**src/rtl/branch_exec_queue.sv**
```systemverilog
// rtl/branch_exec_queue.sv - branch resolution unit with an in-order result FIFO awaiting CDB grant
module branch_exec_queue #(
    parameter int XLEN    = 32,
    parameter int PRF_LEN = 6,
    parameter int ROB_LEN = 5,
    parameter int DEPTH   = 4,
    parameter int CNT_W   = $clog2(DEPTH + 1)
) (
    input  logic               clock,
    input  logic               reset,
    input  logic               in_valid,
    output logic               in_ready,
    input  logic [2:0]         in_func,
    input  logic               in_cond_branch,
    input  logic               in_indirect,
    input  logic [XLEN-1:0]    in_opa,
    input  logic [XLEN-1:0]    in_opb,
    input  logic [XLEN-1:0]    in_pc,
    input  logic [XLEN-1:0]    in_offset,
    input  logic               in_pred_dir,
    input  logic [XLEN-1:0]    in_pred_target,
    input  logic [PRF_LEN-1:0] in_prf_idx,
    input  logic [ROB_LEN-1:0] in_rob_idx,
    input  logic               flush,
    input  logic               out_grant,
    output logic               out_valid,
    output logic               out_direction,
    output logic [XLEN-1:0]    out_target,
    output logic [XLEN-1:0]    out_link,
    output logic               out_mis_pred,
    output logic [XLEN-1:0]    out_pc,
    output logic [PRF_LEN-1:0] out_prf_idx,
    output logic [ROB_LEN-1:0] out_rob_idx,
    output logic [CNT_W-1:0]   count
);
    localparam int PTR_W = $clog2(DEPTH);
    localparam logic [CNT_W-1:0] DEPTH_C = CNT_W'(DEPTH);

    typedef struct packed {
        logic               direction;
        logic [XLEN-1:0]    target;
        logic [XLEN-1:0]    link;
        logic               mis_pred;
        logic [XLEN-1:0]    pc;
        logic [PRF_LEN-1:0] prf_idx;
        logic [ROB_LEN-1:0] rob_idx;
    } entry_t;

    entry_t             r_mem [DEPTH];
    logic [PTR_W-1:0]   r_head;
    logic [PTR_W-1:0]   r_tail;
    logic [CNT_W-1:0]   r_count;

    logic               w_cond;
    logic               w_direction;
    logic [XLEN-1:0]    w_base;
    logic [XLEN-1:0]    w_sum;
    logic [XLEN-1:0]    w_target;
    logic               w_mis_pred;
    logic               w_push;
    logic               w_pop;
    entry_t             w_new;
    entry_t             w_head;

    always_comb begin
        w_cond = 1'b0;
        case (in_func)
            3'b000:  w_cond = (in_opa == in_opb);
            3'b001:  w_cond = (in_opa != in_opb);
            3'b100:  w_cond = ($signed(in_opa) <  $signed(in_opb));
            3'b101:  w_cond = ($signed(in_opa) >= $signed(in_opb));
            3'b110:  w_cond = (in_opa <  in_opb);
            3'b111:  w_cond = (in_opa >= in_opb);
            default: w_cond = 1'b0;
        endcase
    end

    assign w_direction = in_cond_branch ? w_cond : 1'b1;
    assign w_base      = in_indirect ? in_opa : in_pc;
    assign w_sum       = w_base + in_offset;
    // JALR targets are always halfword aligned: drop bit 0 of the sum.
    assign w_target    = in_indirect ? {w_sum[XLEN-1:1], 1'b0} : w_sum;
    assign w_mis_pred  = (in_pred_dir != w_direction) ||
                         (w_direction && (in_pred_target != w_target));

    assign w_new.direction = w_direction;
    assign w_new.target    = w_target;
    assign w_new.link      = in_pc + XLEN'(4);
    assign w_new.mis_pred  = w_mis_pred;
    assign w_new.pc        = in_pc;
    assign w_new.prf_idx   = in_prf_idx;
    assign w_new.rob_idx   = in_rob_idx;

    assign out_valid = (r_count != '0);
    assign in_ready  = (r_count < DEPTH_C) || out_grant;
    assign count     = r_count;

    // Flush wins over both directions of traffic in the same cycle.
    assign w_push = in_valid && in_ready && !flush;
    assign w_pop  = out_valid && out_grant && !flush;

    always_ff @(posedge clock or negedge reset) begin
        if (!reset) begin
            r_head  <= '0;
            r_tail  <= '0;
            r_count <= '0;
            for (int i = 0; i < DEPTH; i++) begin
                r_mem[i] <= '0;
            end
        end else if (flush) begin
            r_head  <= '0;
            r_tail  <= '0;
            r_count <= '0;
        end else begin
            if (w_push) begin
                r_mem[r_tail] <= w_new;
                r_tail        <= r_tail + PTR_W'(1);
            end
            if (w_pop) begin
                r_head <= r_head + PTR_W'(1);
            end
            case ({w_push, w_pop})
                2'b10:   r_count <= r_count + CNT_W'(1);
                2'b01:   r_count <= r_count - CNT_W'(1);
                default: r_count <= r_count;
            endcase
        end
    end

    assign w_head        = r_mem[r_head];
    assign out_direction = w_head.direction;
    assign out_target    = w_head.target;
    assign out_link      = w_head.link;
    assign out_mis_pred  = w_head.mis_pred;
    assign out_pc        = w_head.pc;
    assign out_prf_idx   = w_head.prf_idx;
    assign out_rob_idx   = w_head.rob_idx;
endmodule

```
**config.mk**
```make
export PLATFORM = sky130hd
export DESIGN_NAME = branch_exec_queue
export DESIGN_NICKNAME = d
export VERILOG_FILES = /design/src/rtl/branch_exec_queue.sv
export SDC_FILE = /design/constraint.sdc
export NUM_CORES = 1
export LEC_CHECK = 0
export CAP_MARGIN = 20
export CORE_MARGIN = 2
export CORE_UTILIZATION = 45
export DETAILED_ROUTE_END_ITERATION = 10
export GPL_TIMING_DRIVEN = 0
export PLACE_DENSITY = 0.67
export RECOVER_POWER = 25
export SLEW_MARGIN = 10
export SYNTH_ARGS = -nofsm -noshare
export SYNTH_HDL_FRONTEND = slang
export SYNTH_SLANG_ARGS = --single-unit
```
**constraint.sdc**
```tcl
create_clock -name clock -period 4.65 [get_ports clock]
set_input_delay 0.465 -clock clock [delete_from_list [all_inputs] [get_ports clock]]
set_output_delay 0.465 -clock clock [all_outputs]
set_load 0.02 [all_outputs]
```
== Word level (Yosys, flattened, before mapping) ==
Cells that the tools add are included.

* Register bits after elaboration: 443
* Bits of input ports: 182
* Output and inout bits: 114
* Logic and storage cells: 90

* $add $sub $neg: 6
* $lt $le $gt $ge: 8
* Equality and inequality tests: 11
* Mux-type cells: 16
* Bitwise gates (word level): 3
* Reduce and logical (&&, ||, !) cells: 15

{| class="wikitable"
|+ Operators by type and width
! operator !! number
|-
| 436-bit bitwise mux || 1
|-
| 109-bit 2-to-1 mux || 3
|-
| 109-bit binary-select mux with 2-bit select || 1
|-
| 109-bit demux with 2-bit select || 1
|-
| 32-bit greater-or-equal comparator || 2
|-
| 32-bit less-than comparator || 2
|-
| 32-bit inequality test || 2
|-
| 32-bit by 3-bit adder with 32-bit output (second input constant) || 1
|-
| 32-bit adder || 1
|-
| 32-bit equality test || 1
|-
| 32-bit 2-to-1 mux || 1
|-
| 3-bit equality test (second input constant) || 4
|-
| 2-bit 2-to-1 mux || 4
|-
| 3-bit greater-or-equal comparator (second input constant) || 2
|-
| 1-bit logical AND || 6
|-
| 2-bit NOT with 3-bit output || 2
|-
| 1-bit case mux with 6 select lines || 1
|-
| 3-bit case mux with 2 select lines || 1
|-
| 3-bit nonzero test || 2
|-
| 2-bit by 1-bit adder with 2-bit output (second input constant) || 2
|-
| 2-bit nonzero test || 2
|-
| 3-bit by 1-bit adder with 3-bit output (second input constant) || 1
|-
| 3-bit by 1-bit equality test with 1-bit output (second input constant) || 1
|-
| 3-bit zero test || 1
|-
| other kinds (12) || 14
|}

== Logic depth before layout (Yosys ltp) ==
* Word-level depth: 7
* Mapped depth: 16
* Gate-level depth less buffers: 13

== Least setup slack after synthesis ==
No wires, ideal clock.

* Kind: in2reg
* Start point: input in_indirect
* End point: register r_mem[370] (netlist name)
* Library setup time: 121 ps
* Arrival: 3852 ps
* Data required time: 4529 ps
* Slack: 677 ps
* Cell stages on the path: 14
* Path buffers: 2
* Cell sequence: clkbuf_1 clkbuf_1 mux2_2 ha_1 o211a_1 a21oi_2 o221ai_2 a311oi_1 o21ai_1 xnor2_1 o21ai_0 a2111oi_2 and4_4 o21ai_1

* Cells in the longest elaborated chain, start to end: 7

{| class="wikitable"
|+ RTL lines
! item !! RTL line !! source
|-
| start: declaration || 15 || <nowiki>input logic in_indirect,</nowiki>
|-
| 32-bit 2-to-1 mux || 79 || <nowiki>assign w_base = in_indirect ? in_opa : in_pc;</nowiki>
|-
| 32-bit adder || 80 || <nowiki>assign w_sum = w_base + in_offset;</nowiki>
|-
| 1-bit 2-to-1 mux || 82 || <nowiki>assign w_target = in_indirect ? {w_sum[XLEN-1:1], 1'b0} : w_sum;</nowiki>
|-
| 32-bit inequality test (*) || 84 || <nowiki>(w_direction && (in_pred_target != w_target));</nowiki>
|-
| 1-bit logical AND (*) || 84 ||
|-
| 1-bit logical OR (*) || 83 || <nowiki>assign w_mis_pred = (in_pred_dir != w_direction) ||</nowiki>
|-
| 436-bit bitwise mux (*) || 116 || <nowiki>r_mem[r_tail] <= w_new;</nowiki>
|-
| end signal: indexed assignment || 116 ||
|-
| end: declaration || 49 || <nowiki>entry_t r_mem [DEPTH];</nowiki>
|}

Mark *: on every way between the ends. The rest lies on a longest branch, timed or not.
A chain may end at the register's enable or synchronous reset.

== Worst setup path after layout ==
* Start point: input in_pc[2]
* End point: register r_mem[43] (netlist name)

* Cells in the longest elaborated chain, start to end: 6

{| class="wikitable"
|+ RTL lines
! item !! RTL line !! source
|-
| start: declaration || 18 || <nowiki>input logic [XLEN-1:0] in_pc,</nowiki>
|-
| 32-bit 2-to-1 mux || 79 ||
|-
| 32-bit adder || 80 ||
|-
| 32-bit inequality test || 84 ||
|-
| 1-bit logical AND || 84 ||
|-
| 1-bit logical OR || 83 ||
|-
| 436-bit bitwise mux || 116 ||
|}

Every way passes these cells.

==> impl_metrics.tcl <==
set metrics [dict create \
    crit_fanout 10 \
    final_cells 3478 \
    yosysSeqAreaShare 0.4733 \
    drt_iter0_drc 2044 \
    antenna_found_initial 5 \
    grt_pass1_vias 20470 \
    grt_usage 0.3121 \
    dieWidth_um 230.1 \
    path_class "in2reg" \
    violations "max-capacitance violations, max-slew violations" \
    drv_slew 74 \
    synth_flop_cell "dfrtp_1" \
    port_buffers 274 \
    clk_path_buf_depth 3 \
    ir_drop_mv 0.2967 \
    grt_pass1_wl_um 124600 \
    arrival_ns 5.03 \
    post-route-period-util 0.9790 \
    maxCapViolCount 1 \
    grt_max_degree 113 \
    clkSlewWorstSetupHoldPaths_ns 0.06 \
    cts_tree "built" \
    crit_required_ns 5.12 \
    drt-pass1-iter-count 6 \
    place_congestion 0.9619 \
    status "finished with violations" \
    wirelength_um 82180 \
    cts_buffers 48 \
    synthCells 2441 \
    setup_viol 0 \
    leakagePower_nw 12.90 \
    n_fill_cell 4426 \
    synth_common_cells "nand2_1, dfrtp_1, o21ai_0" \
    cts_max_level 2 \
    syn_area_mm2 0.02300 \
    yosysWarnings 0 \
    total_power_mw 17.11 \
    wl_per_cell_um 23.63 \
    worstMarginPinSlew_ns 3.468 \
    initial_core_util 0.4574 \
    cts_setup_buffers 0 \
    dp.cells 3392 \
    clock_insertion_delay_worst_skew_ns 0.60 \
    clockRootBuffer "clkbuf_16" \
    setup_tns_ns 0 \
    end_kind "flop" \
    synth_top_cell_by_area "dfrtp_1" \
    rsz0062_at_grt "false" \
    final_hold_viol_count 0 \
    maxSlewHeadroom -1.312 \
    max_freq_ghz 0.2197 \
    io_pins 296 \
    overflow 0 \
    cts.sinks 435 \
    core_mm2 0.05027 \
    clock-skew-final_ns 0.01710 \
    synthMostInstantiatedCell "nand2_1" \
    layout.nets 3025 \
    finalWorstPathRequiredPeriod_ns 4.553 \
    fp-row-count 82 \
    dp_hpwl_um 61460 \
    avgSynthCellArea_um2 9.421 \
    yosysTopAreaCellShare 0.4733 \
    via_per_inst 5.841 \
    drive_gt1_frac 0.09526 \
    synthArstFlopShare 1.000 \
    synth_fp_nets 2693 \
    area_growth_pct 23.28 \
    multiInputGateArea_mm2 0.01133 \
    crit_path_start_kind "input pin" \
    seq_area_mm2 0.01089 \
    die_y_um 230.1 \
    ant_nets 0 \
    hold_class "in2reg" \
    synth.area.top_cells "dfrtp_1, nand2_1, mux4_2, o21ai_0, ha_1" \
    synth_edf_count 0 \
    ys_types 70 \
    fp.dieArea_mm2 0.05293 \
    route.detailed.drc 0 \
    powerDensity_mw_per_mm2 603.4 \
    synth_seq_cells 435 \
    vias 20310 \
]
==> per-layer routing <==
| metal | vias to the layer above | wire length (um) | global-route usage |
|---|---|---|---|
| met3 | 238 | 6719 | 0.05990 |
| met2 | 1031 | 37710 | 0.4900 |
| li1 | 8928 | - | - |
| met1 | 10120 | 32750 | 0.4121 |
| met5 | - | 13 | 0 |
| met4 | 2 | 4982 | 0.1655 |
==> cell families (layout without fill, tap and decap cells) <==
family / count (synthesis) / in the layout / synth area share
compound gates: 385 / 385 / 0.09646
xor+xnor: 91 / 91 / 0.03564
flops: 435 / 435 / 0.4733
simple gates: 1109 / 1109 / 0.1966
fa+ha+maj: 70 / 70 / 0.03874
other cells: 0 / 3 / 0
buf+inv: 204 / 566 / 0.03509
mux: 147 / 147 / 0.1242
==> worst max-delay path, stage by stage <==
cell,delay [ns]
clkdlybuf4s50_1,0.51
clkbuf_2,0.32
mux2_2,0.34
ha_1,0.35
o211a_1,0.27
a21oi_2,0.38
o221ai_2,0.27
a311oi_2,0.49
o21ai_1,0.18
xnor2_2,0.41
o21ai_0,0.20
a2111oi_2,0.38
and4_4,0.36
o21ai_2,0.08
==> final timing paths <==
kind / startpoint / end / slack [ns] / cells past startpoint
min: in_pc[18] / r_mem[138]$_DFFE_PN0P_ / 0.17 / 3
max reg2reg: count[2]$_DFFE_PN0P_ / r_mem[250]$_DFFE_PN0P_ / 0.84 / 9
max in group asynchronous: reset / r_mem[336]$_DFFE_PN0P_ / 0.90 / 4
min reg2reg: r_mem[131]$_DFFE_PN0P_ / r_mem[131]$_DFFE_PN0P_ / 0.47 / 2
min in group asynchronous: reset / r_mem[365]$_DFFE_PN0P_ / 1.73 / 2
max: in_pc[2] / r_mem[43]$_DFFE_PN0P_ / 0.1 / 14
==> cell type report <==
| class | count | area share |
|---|---|---|
| Sequential cell | 435 | 0.3840 |
| Inverter | 38 | 0.005031 |
| Clock buffer | 69 | 0.05053 |
| Tap cell | 672 | 0.02966 |
| Clock inverter | 11 | 0.004369 |
| Buffer | 166 | 0.02414 |
| Multi-Input combinational cell | 1802 | 0.3995 |
| Timing Repair Buffer | 282 | 0.1025 |
| Antenna cell | 3 | 0.0002648 |
==> through the flow <==
stage                       util  setup slack [ns]  hold slack [ns]  instance area [um^2]
after CTS                 0.5632            0.1916           0.1475                 28320
final                     0.5639           0.09749           0.1665                 28350
after global routing      0.5639           0.02771           0.1709                 28350
after floorplan                -            0.6772           0.1694                 23000
after global placement    0.5287            -15.39           0.4525                 26580
after detailed placement  0.5312            -1.275           0.4592                 26710
==> state kept, by name, summed over array words and instances, names as in the netlist <==
register	count
r_mem	428
count	3
r_head	2
r_tail	2
==> power by group <==
group / total, mW / switching (mW) / internal (mW) / leakage [nW]
logic: 7.18 / 3.87 / 3.31 / 6.53
clock network: 3.81 / 1.57 / 2.24 / 0.772
registers: 6.12 / 0.812 / 5.30 / 5.59
total: 17.1 / 6.26 / 10.8 / 12.9
==> what timing repair did <==
item                                    in CTS  in global routing
hold endpoints to repair                    73                  0
gates resized for setup                     12                  0
endpoints found under the setup margin      12                  0
hold buffers                                 1                  0
==> placed cells by master (no fill, tap or decap), drive strengths merged, types with 11 or more instances in the layout <==
cell type,n
inv,39
clkbuf,196
nor2b,11
and2,12
nand3,39
nor2,38
nand4,19
nor3,11
o21ai,251
ha,68
xor2,48
xnor2,42
a21oi,58
buf,44
clkdlybuf4s50,273
mux4,107
a21o,13
mux2,36
nand2,922
dfrtp,435
(Power assumes the default switching activity.)
==> patch 1 (config.mk and constraints unchanged) <==
Change the parameter `PRF_LEN` from 6 to 12.
--- a/src/rtl/branch_exec_queue.sv
+++ b/src/rtl/branch_exec_queue.sv
@@ -1,7 +1,7 @@
 // rtl/branch_exec_queue.sv - branch resolution unit with an in-order result FIFO awaiting CDB grant
 module branch_exec_queue #(
     parameter int XLEN    = 32,
-    parameter int PRF_LEN = 6,
+    parameter int PRF_LEN = 12,
     parameter int ROB_LEN = 5,
     parameter int DEPTH   = 4,
     parameter int CNT_W   = $clog2(DEPTH + 1)
Interface: changed (resized in_prf_idx and out_prf_idx); port bits go from 296 to 308. No check against the original RTL was run, so the function may have changed too.
==> patch 1 against the unedited design <==
The run still ends with capacitance limit, slew limit left; power up 6.9%; via count down 8.3%; synthesized area up 3.3%; worst setup slack got worse by 0.045 ns; hold slack improved by 0.092 ns; global-route usage is 0.71 points lower; first-iteration DRC count decreased by 29%; wire length is 1.3% higher; sequential cell count is 24 higher; count of clock-buffer cells in the layout increased by 1; cell area up 4.0%.
==> patch 1: results (changes against the unedited design) <==
| Metric | Value |
|---|---|
| Leakage | `12.6 nW (was 12.9 nW)` |
| Die X | `234 µm (was 230 µm)` |
| Pins Over Slew Limit | `219 (was 74)` |
| ClkCell Share | `0.0557 (was 0.0549)` |
| Resized cells post-CTS | `26 (was 12)` |
| Maxcap violations | `2 (was 1)` |
| Multi-input gate area | `11700 µm² (was 11300 µm²)` |
| Multi-input combinational area share | `0.397 (was 0.400)` |
| Switch share | `0.350 (was 0.366)` |
| Failing checks | `capacitance limit, slew limit (unchanged)` |
| Non-clk buf share | `0.123 (was 0.127)` |
| Vias/cell | `5.99 (was 5.84)` |
| Hold path depth | `2 (was 3)` |
| # Post-CTS Setup Buffers | `2 (was 0)` |
| Final-layout clock buffer total | `70 (was 69)` |
| N_diodes | `4 (was 3)` |
| Inverter count | `42 (was 38)` |
| Post-Synth Adder-Cell Area | `0.0375 (was 0.0387)` |
| Max reg flops | `452 (was 428)` |
| Met1 GRT Util | `0.413 (was 0.412)` |
| Number of library cell types mapped by synthesis | `78 (was 70)` |
| Status | `finished with violations (unchanged)` |
| Placed insts | `3018 (was 3392)` |
| Final Skew | `0.0161 ns (was 0.0171 ns)` |
| Combinational power share | `0.423 (was 0.420)` |
| Reg2Reg Depth | `7 (was 9)` |
| Crit path arrival time | `5.07 ns (was 5.03 ns)` |
| DP Area | `27700 µm² (was 26700 µm²)` |
| Largest net degree at the start of global routing | `119 (was 113)` |
| GR Layer Usage met2 | `0.480 (was 0.490)` |
| CP max FO | `5 (was 10)` |
| Post-synthesis mux area share | `0.228 (was 0.124)` |
| Met2 wire len | `38300 µm (was 37700 µm)` |
| Peak VDD IR | `0.344 mV (was 0.297 mV)` |
| Synth Area per Inst | `11.7 µm² (was 9.42 µm²)` |
| Gpl congestion | `0.951 (was 0.962)` |
| Fin cells | `3109 (was 3478)` |
| Slew Limit Headroom | `-0.254 (was -1.31)` |
| Seq cells | `459 (was 435)` |
| Port Buffers | `290 (was 274)` |
| Compound-Gate Fraction of Synth Area | `0.0985 (was 0.0965)` |
| Clk power | `4.06 mW (was 3.81 mW)` |
| Register Area | `11500 µm² (was 10900 µm²)` |
| Syn_nets | `2290 (was 2693)` |
| WL met3 | `6980 µm (was 6720 µm)` |
| First-pass GRT wire length | `121000 µm (was 125000 µm)` |
| TritonCTS Buffers | `49 (was 48)` |
| Bufs w/o clock | `444 (was 448)` |
| GRT Total Usage | `0.305 (was 0.312)` |
| Initial antenna violation count | `9 (was 5)` |
| DRT met1 WL | `34600 µm (was 32800 µm)` |
| Sequential-to-total area share from yosys stat | `0.484 (was 0.473)` |
| First-pass DRT Iterations | `5 (was 6)` |
| Multi-Input Combinational | `1387 (was 1802)` |
| Fin nets | `2641 (was 3025)` |
| Met3 usage | `0.0708 (was 0.0599)` |
| Vias in the first global route | `18900 (was 20500)` |
| Pwr dens | `620 nW/µm² (was 603 nW/µm²)` |
-- patch 1: cell types whose count changed after synthesis, moves of 8 or more --
| cell | unedited run | this run |
|---|---|---|
| and2_1 | 12 | 4 |
| buf_1 | 22 | 31 |
| buf_2 | 12 | 2 |
| clkbuf_1 | 127 | 106 |
| dfrtp_1 | 435 | 459 |
| mux2_2 | 36 | 253 |
| nand2_1 | 922 | 280 |
| nand3_1 | 39 | 28 |
| nand4_1 | 19 | 28 |
| o21ai_0 | 242 | 261 |
-- patch 1: final timing paths --
| path | start | to | slack [ns] |
|---|---|---|---|
| min in group asynchronous | reset | r_mem[445] | 0.94 |
| max reg2reg | count[2] | r_mem[452] | 1.31 |
| min | flush | count[1] | 0.26 |
| max | in_pc[0] | r_mem[394] | 0.05 |
| max in group asynchronous | reset | r_mem[182] | 0.94 |
| min reg2reg | r_mem[106] | r_mem[106] | 0.48 |
==> patch 2 (config.mk and constraints unchanged) <==
Without the edit above. Add an input register stage for `in_offset` and `in_pred_target`, with the module's reset; this delays them by one clock. The other inputs are not delayed to match.
--- a/src/rtl/branch_exec_queue.sv
+++ b/src/rtl/branch_exec_queue.sv
@@ -46,6 +46,19 @@
         logic [ROB_LEN-1:0] rob_idx;
     } entry_t;
 
+    logic [XLEN-1:0] in_offset_q;
+    logic [XLEN-1:0] in_pred_target_q;
+
+    always_ff @(posedge clock or negedge reset) begin
+        if (!reset) begin
+            in_offset_q      <= '0;
+            in_pred_target_q <= '0;
+        end else begin
+            in_offset_q      <= in_offset;
+            in_pred_target_q <= in_pred_target;
+        end
+    end
+
     entry_t             r_mem [DEPTH];
     logic [PTR_W-1:0]   r_head;
     logic [PTR_W-1:0]   r_tail;
@@ -77,11 +90,11 @@
 
     assign w_direction = in_cond_branch ? w_cond : 1'b1;
     assign w_base      = in_indirect ? in_opa : in_pc;
-    assign w_sum       = w_base + in_offset;
+    assign w_sum       = w_base + in_offset_q;
     // JALR targets are always halfword aligned: drop bit 0 of the sum.
     assign w_target    = in_indirect ? {w_sum[XLEN-1:1], 1'b0} : w_sum;
     assign w_mis_pred  = (in_pred_dir != w_direction) ||
-                         (w_direction && (in_pred_target != w_target));
+                         (w_direction && (in_pred_target_q != w_target));
 
     assign w_new.direction = w_direction;
     assign w_new.target    = w_target;
Function: not settled (the Yosys comparison gave no result); the edit may change what the design does.
==> patch 2 against the unedited design <==
The flow still finishes with violations (capacitance limit, slew limit); worst setup slack improved by 0.10 ns; cell area grew 6.9%; clock power grew 14%; cell count down 9.1%; global-route usage is 4.3 points lower; largest power group unchanged; power increased by 8.0%; synthesized area increased by 7.5%; hold slack better by 0.059 ns; sequential cell count grew 64; first-iteration DRC count shrank 23%; fmax up 2.3%; sequential share of layout area rose by 2.8 points; wire length decreased by 6.8%.
==> patch 2: results (changes against the unedited design) <==
| Metric | Value |
|---|---|
| Pins Over Slew Limit | `70 (was 74)` |
| Crit path arrival time | `4.92 ns (was 5.03 ns)` |
| Synth Area in XOR/XNOR | `0.0345 (was 0.0356)` |
| Met1 GRT Util | `0.365 (was 0.412)` |
| WL met3 | `4650 µm (was 6720 µm)` |
| Multi-input gate area | `11500 µm² (was 11300 µm²)` |
| TritonCTS Buffers | `52 (was 48)` |
| GR Layer Usage met2 | `0.439 (was 0.490)` |
| Maxcap violations | `1 (unchanged)` |
| Reg2Reg Depth | `11 (was 9)` |
| Status | `finished with violations (unchanged)` |
| Compound-Gate Fraction of Synth Area | `0.0958 (was 0.0965)` |
| Failing checks | `capacitance limit, slew limit (unchanged)` |
| Initial antenna violation count | `3 (was 5)` |
| Synth Area per Inst | `11.9 µm² (was 9.42 µm²)` |
| DP Area | `28500 µm² (was 26700 µm²)` |
| Vias | `18600 (was 20300)` |
| Hold Path Sink | `r_tail[0] (was r_mem[138])` |
| Sequential-to-total area share from yosys stat | `0.505 (was 0.473)` |
| Met3 usage | `0.0429 (was 0.0599)` |
| Hold Worst Slack | `0.226 ns (was 0.166 ns)` |
| Leakage | `12.9 nW (about the same)` |
| Met2 wire len | `36800 µm (was 37700 µm)` |
| Peak VDD IR | `0.458 mV (was 0.297 mV)` |
| Uppermost layer routed | `met4 (was met5)` |
| Post-DP HPWL | `57000 µm (was 61500 µm)` |
| FF-to-FF End | `r_mem[261] (was r_mem[250])` |
[patch 2: cell count changes after synthesis, moves of 6 or more]
cell / delta
nand2_1: -650
mux2_2: +214
dfrtp_1: +64
clkbuf_1: -23
nand4_1: +16
nand3_1: -13
nor2_1: +12
inv_1: +9
o21a_1: +7
a21oi_1: +6
o211ai_1: +6
[patch 2: worst max-delay path, delay by kind of cell]
| family | cells | cell delay [ns] |
|---|---|---|
| buffers and inverters | 1 | 0.57 |
| adders and majority gates | 2 | 0.63 |
| xor gates and xnor gates | 1 | 0.14 |
| muxes | 1 | 0.37 |
| and+or+nand+nor | 2 | 0.80 |
| AOI/OAI and AO/OA | 6 | 1.95 |
[patch 2: cells by family (layout without fill, tap and decap cells)]
kind of cell    count (synthesis)  count (layout)
compound gates                407             407
xor+xnor                       91              91
fa+ha+maj                      70              70
buf+inv                       189             568
flops                         499             499
mux                           360             360
other cells                     0               2
simple gates                  467             467
[patch 2: final cells by class]
cell class | instances | share of cell area
Clock buffer | 77 | 0.0507
Timing Repair Buffer | 282 | 0.0957
Inverter | 47 | 0.00582
Sequential cell | 499 | 0.412
Buffer | 142 | 0.0187
Tap cell | 696 | 0.0287
Clock inverter | 20 | 0.00834
Antenna cell | 2 | 0.000165
Multi-Input combinational cell | 1395 | 0.380
[patch 2: what timing repair did]
item                                    in CTS  in global routing
endpoints found under the hold margin       69                  0
cloned                                       0                  0
gates resized for setup                      4                  9
pin swaps                                    0                  1
hold buffers                                 1                  0
endpoints found under the setup margin      12                 12
[patch 2: where the power goes]
| part | internal, mW | switching, mW |
|---|---|---|
| sequential | 5.92 | 0.815 |
| combinational | 3.67 | 3.74 |
| clock | 2.52 | 1.81 |
| total | 12.1 | 6.36 |
